## config.mk

```make
export PLATFORM = sky130hd
export DESIGN_NAME = cache_miss_controller
export DESIGN_NICKNAME = d
export VERILOG_FILES = /design/src/rtl/cache_miss_controller.sv
export SDC_FILE = /design/constraint.sdc
export NUM_CORES = 1
export LEC_CHECK = 0
export CORE_AREA = 2 2 154 156
export DETAILED_ROUTE_END_ITERATION = 10
export DIE_AREA = 0 0 156 158
export GPL_TIMING_DRIVEN = 1
export PLACE_DENSITY = 0.65
export SLEW_MARGIN = 0
export SYNTH_ARGS = -nofsm -noshare
export SYNTH_HDL_FRONTEND = slang
export SYNTH_SLANG_ARGS = --single-unit
```

## constraint.sdc

```tcl
create_clock -name clk -period 4.1 [get_ports clk]
set_input_delay 0.41 -clock clk [delete_from_list [all_inputs] [get_ports clk]]
set_output_delay 0.41 -clock clk [all_outputs]
set_load 0.02 [all_outputs]
```

## src/rtl/cache_miss_controller.sv

```systemverilog
// Cache miss controller: zero-cycle hits, write-back of a dirty victim, then line refill, one word per memory handshake.
// Optional performance counters are built when CACHE_PERF_CNT_EN is defined.
module cache_miss_controller #(
  parameter int TAG_WIDTH    = 26,
  parameter int SET_WIDTH    = 2,
  parameter int OFFSET_WIDTH = 4
) (
  input  logic                    clk,
  input  logic                    reset,
  input  logic                    cpu_req,
  input  logic                    cpu_we,
  input  logic [31:0]             cpu_addr,
  input  logic [31:0]             cpu_wdata,
  output logic                    cpu_stall,
  output logic [31:0]             cpu_rdata,
  input  logic                    hit,
  input  logic                    dirty,
  input  logic [TAG_WIDTH-1:0]    replace_tag,
  input  logic [31:0]             read_data,
  output logic                    lru_en,
  output logic                    array_wen,
  output logic [OFFSET_WIDTH-3:0] fill_word,
  output logic [31:0]             fill_data,
  output logic                    fill_done,
  output logic [OFFSET_WIDTH-3:0] wb_word,
  input  logic [31:0]             wb_data,
  output logic                    mem_req,
  output logic                    mem_we,
  output logic [31:0]             mem_addr,
  output logic [31:0]             mem_wdata,
  input  logic                    mem_ready,
  input  logic [31:0]             mem_rdata,
  output logic [31:0]             hit_count,
  output logic [31:0]             miss_count
);

  localparam int CW    = OFFSET_WIDTH - 2;
  localparam int WORDS = 1 << CW;

  typedef enum logic [1:0] {
    IDLE      = 2'd0,
    WRITEBACK = 2'd1,
    REFILL    = 2'd2,
    RESUME    = 2'd3
  } state_t;

  state_t                 state, next_state;
  logic [CW-1:0]          cnt;
  logic [TAG_WIDTH-1:0]   req_tag, victim_tag;
  logic [SET_WIDTH-1:0]   req_set;
  logic                   victim_dirty;
  logic                   lookup_hit, lookup_miss, word_last, mem_xfer;

  assign lookup_hit  = (state == IDLE) && cpu_req && hit;
  assign lookup_miss = (state == IDLE) && cpu_req && !hit;
  assign word_last   = (cnt == CW'(WORDS - 1));
  assign mem_xfer    = ((state == WRITEBACK) || (state == REFILL)) && mem_ready;

  // Offset byte bits and the captured dirty flag are kept for visibility only.
  logic unused_sink;
  assign unused_sink = ^{cpu_addr[1:0], victim_dirty};

  always_ff @(posedge clk or posedge reset) begin
    if (reset) state <= IDLE;
    else       state <= next_state;
  end

  always_comb begin
    next_state = state;
    case (state)
      IDLE:      if (lookup_miss) next_state = dirty ? WRITEBACK : REFILL;
      WRITEBACK: if (mem_ready && word_last) next_state = REFILL;
      REFILL:    if (mem_ready && word_last) next_state = RESUME;
      RESUME:    next_state = IDLE;
      default:   next_state = IDLE;
    endcase
  end

  // Counter wraps naturally, so WRITEBACK hands REFILL a counter already at 0.
  always_ff @(posedge clk or posedge reset) begin
    if (reset) begin
      cnt          <= '0;
      req_tag      <= '0;
      req_set      <= '0;
      victim_tag   <= '0;
      victim_dirty <= 1'b0;
    end else if (lookup_miss) begin
      cnt          <= '0;
      req_tag      <= cpu_addr[31 -: TAG_WIDTH];
      req_set      <= cpu_addr[OFFSET_WIDTH +: SET_WIDTH];
      victim_tag   <= replace_tag;
      victim_dirty <= dirty;
    end else if (mem_xfer) begin
      cnt <= cnt + CW'(1);
    end
  end

  always_comb begin
    cpu_stall = 1'b0;
    cpu_rdata = '0;
    lru_en    = 1'b0;
    array_wen = 1'b0;
    fill_word = '0;
    fill_data = '0;
    fill_done = 1'b0;
    wb_word   = '0;
    mem_req   = 1'b0;
    mem_we    = 1'b0;
    mem_addr  = '0;
    mem_wdata = '0;
    if (!reset) begin
      case (state)
        IDLE: begin
          if (cpu_req && hit) begin
            cpu_rdata = read_data;
            lru_en    = 1'b1;
            if (cpu_we) begin
              array_wen = 1'b1;
              fill_word = cpu_addr[OFFSET_WIDTH-1:2];
              fill_data = cpu_wdata;
            end
          end else if (cpu_req) begin
            cpu_stall = 1'b1;
          end
        end
        WRITEBACK: begin
          cpu_stall = 1'b1;
          mem_req   = 1'b1;
          mem_we    = 1'b1;
          mem_addr  = {victim_tag, req_set, cnt, 2'b00};
          wb_word   = cnt;
          mem_wdata = wb_data;
        end
        REFILL: begin
          cpu_stall = 1'b1;
          mem_req   = 1'b1;
          mem_addr  = {req_tag, req_set, cnt, 2'b00};
          if (mem_ready) begin
            array_wen = 1'b1;
            fill_word = cnt;
            fill_data = mem_rdata;
            fill_done = word_last;
          end
        end
        default: cpu_stall = 1'b1;
      endcase
    end
  end

`ifdef CACHE_PERF_CNT_EN
  always_ff @(posedge clk or posedge reset) begin
    if (reset) begin
      hit_count  <= '0;
      miss_count <= '0;
    end else begin
      if (lookup_hit)  hit_count  <= hit_count + 32'd1;
      if (lookup_miss) miss_count <= miss_count + 32'd1;
    end
  end
`else
  assign hit_count  = '0;
  assign miss_count = '0;
`endif

endmodule

```

Word level (Yosys, flattened, before mapping)
Index checks and enable logic that the tools add are counted. W data, S select, Z words.

Bits of input ports: 193. Flip-flop bits (word level): 58. Output and inout port bits: 202.

Eq/ne operators: 7. Muxes and demuxes: 45. $add $sub $neg: 1. Reduce and logical (&&, ||, !) cells: 11.

Operators by type and width (count): $mux W32 (10); $pmux W32 S2 (2); $mux W2 (12); $mux W1 (18); $pmux W2 S4 (1); $eq A2 B2 Y1 const B (3); $logic_and A1 B1 Y1 (5); $ne A2 B1 Y1 const B (2); $pmux W2 S2 (1); $reduce_and A3 Y1 (1); $add A2 B1 Y2 const B (1); $eq A2 B1 Y1 const B (1); $logic_not A2 Y1 (1); $ne A2 B2 Y1 const B (1); $pmux W1 S2 (1); $reduce_bool A2 Y1 (1); $reduce_or A2 Y1 (1); $logic_not A1 Y1 (1); $logic_or A1 B1 Y1 (1).

Depth between registers and ports, before layout
Depth after elaboration: 5. Depth in mapped cells: 8. Depth with buffers taken out: 5.

Least setup slack after synthesis
OpenSTA, ideal clock, no wires.

Path kind: input-to-output. Start point: in reset. End point: out cpu_rdata[22]. Slack: 1.716 ns. Path buffers: 1. Stages: 4. Data arrival time: 1.974 ns. Path through: inv_2 > and4_1 > buf_2 > and2_1.

Word-level cells in the longest chain between the ends: 1.

RTL lines: from (decl) (line 9) `input logic reset,`; $mux W32 (line 111) `if (!reset) begin`; to (decl) (line 15) `output logic [31:0] cpu_rdata,`.

No other way between the ends.

Worst setup path after layout
Start point: reg state[0]. End point: out fill_word[1].

Word-level cells in the longest chain between the ends: 3.

RTL lines: from (decl) (line 47) `state_t state, next_state;`; from (signal assigned) (line 65) `else state <= next_state;`; $eq A2 B2 Y1 / $logic_not A2 Y1 (equally long branches) (line 112) `case (state)`; $pmux W2 S2 * (line 112); $mux W2 * (line 111); to (decl) (line 22) `output logic [OFFSET_WIDTH-3:0] fill_word,`.

Mark *: on every way between the ends. The rest lies on a longest branch, timed or not.

==> qor.yml <==
ys_seq_area_frac: 0.3243
cts_hold_buf: 0
timing.hold.ws_ps: 468.5
synth_edf_count: 0
post_cts_buffers: 0
wl_per_cell_um: 14.69
fin_crit_sh: 0.8134
path_max_fanout: 24
drt-initial-drc-count: 156
area_delta_synth_final_pct: 77.19
syn_area_mm2: 0.004476
clk_path_buf_depth: 2
cts.sinks: 58
first_global_vias: 4387
place_congestion: 0.7568
min_period_ps: 3335
h-tree-depth: 3
async_flop_share: 1.000
status: "finished, final reports clean"
rsz0062_at_grt: "false"
power_density_mw_per_mm2: 464.0
total_power_mw: 3.680
grt_usage: 0.1285
die_w_um: 156
cts_tree: "done"
drcViolationCount: 0
cts-root-buf: "clkbuf_16"
crit_path_start_kind: "register"
drive_gt1_frac: 0.1002
worstSkewPairLatency_ps: 330
worstMarginPinSlew_ps: 1074
core_area_mm2: 0.02305
worstSetupPathType: "reg -> out"
seq_area_mm2: 0.001451
drv_slew: 0
multi_input_area_mm2: 0.002461
hold_viol: 0
cts_buffers: 9
globalRouteOverflowTotal: 0
vias: 4607
hold_class: "reg -> reg"
leakagePower_nw: 3.301
fin_setup_tns_ps: 0
hpwl_mm: 13.20
synthCells: 558
worstPathRequired_ps: 3690
pin_count: 395
setup_viol_count_final: 0
clock.fmax_mhz: 299.9
drt_pass1_iterations: 5
maxCapViolCount: 0
routed_wl_mm: 17.02
path_clk_slew_ps: 50
fillers: 2452
cts.repair.resized: 0
io_buffers: 326
ys.flop_type: "dfrtp_1"
rows: 56
postRouteAntennaNets: 0
nets: 1063
synth_cell_types: 32
grt_max_degree: 60
dp_worst_setup_slack_ps: 832.8
grt_pass1_wl_mm: 24.62
ir_worst_vdd_mv: 0.2624
die_y_um: 158
fin_worst_skew_ps: 5.454
synth_seq_cells: 58
synth_area_per_cell_um2: 8.021
setup.worst_path.end_class: "output port"
postLayoutCoreUtil: 0.3440
antenna_found_initial: 0
yosysWarningCount: 0
vias_per_cell: 3.978
worst_slack_ps: 765.3
dieArea_mm2: 0.02465
initial_core_util: 0.1941
relSlewSlack: 0.2842
n_antenna_cell: 0
crit_arrival_ps: 2920
-- path summary, 6_finish.rpt --
| check | cells past startpoint | startpoint | end | slack, ps |
|---|---|---|---|---|
| worst min-delay path | 2 | req_set[0] | req_set[0] | 470 |
| min in group asynchronous | 3 | reset | state[0] | 810 |
| worst max register to register | 6 | state[0] | req_tag[24] | 2090 |
| max in group asynchronous | 3 | reset | victim_tag[19] | 2740 |
| worst max-delay path | 6 | state[0] | fill_word[1] | 770 |
| worst min register to register | 2 | req_set[0] | req_set[0] | 470 |
-- logic make-up (layout without fill, tap and decap cells) --
group,count (synthesis),in the layout,share of synthesized area
AND/OR/NAND/NOR,312,312,0.3254
buffers and inverters,110,355,0.1826
AO/OA/AOI/OAI,70,70,0.1482
flip-flops,58,58,0.3243
adder cells (fa/ha/maj),6,6,0.01677
other,1,66,0.0008379
XOR/XNOR,1,1,0.001957
-- cells in the mapped netlist (all sizes together) (2+ instances only) --
master    n  area [µm²]
buf      96       731.9
nor2     68       327.8
and2     71       444.2
nand2   164       615.6
ha        6       75.07
clkbuf    9       66.31
a31oi     2       12.51
inv       5       18.76
o22a      2       17.52
dfrtp    58        1451
a22oi    60       595.6
nand2b    2       12.51
and4      2       20.02
a21oi     4       20.02
-- routing by layer --
layer / track usage / share of wire
met4: 0.02534 / 0.0065
met3: 0.03613 / 0.082
met2: 0.2223 / 0.49
met1: 0.1605 / 0.42
met5: 0 / 0
-- flip-flops by register name, indices dropped and copies added (netlist names) --
register    count
req_tag        26
victim_tag     26
state           2
req_set         2
cnt             2
-- layout make-up --
class	count	area share
clock buffer	13	0.03408
clock inverter	2	0.004418
inverter	5	0.002367
multi-input combinational	455	0.3104
sequential	58	0.1830
tap	290	0.04576
timing repair buffer	335	0.4200
-- power breakdown --
part / internal, mW / switching (mW)
sequential: 0.868 / 0.169
clock: 0.516 / 0.259
combinational: 0.811 / 1.06
-- placed cells by master, fill, tap and decap left out, types with 6 or more instances in the layout --
master	instances
nor2_1	39
a22oi_2	29
dfrtp_1	58
a22oi_1	31
nand2_1	164
and2_1	70
ha_1	6
clkdlybuf4s50_1	326
nor2_2	29
clkbuf_16	9
conb_1	66
buf_4	9
-- through the flow --
step           instance area [µm²]  cells
3_5_place_dp                  7625   1143
2_1_floorplan                 4720    623
5_1_grt                       7930   1158
6_report                      7930   1158
4_1_cts                       7930   1158
3_3_place_gp                  7625   1143
-- critical path, cell delays in order (launching register included) --
cell and delay [ps]:
dfrtp_1 380, inv_1 100, ha_1 340, o21ai_4 770, buf_4 360, nor2_1 70, clkdlybuf4s50_1 540
(Power assumes the default switching activity.)
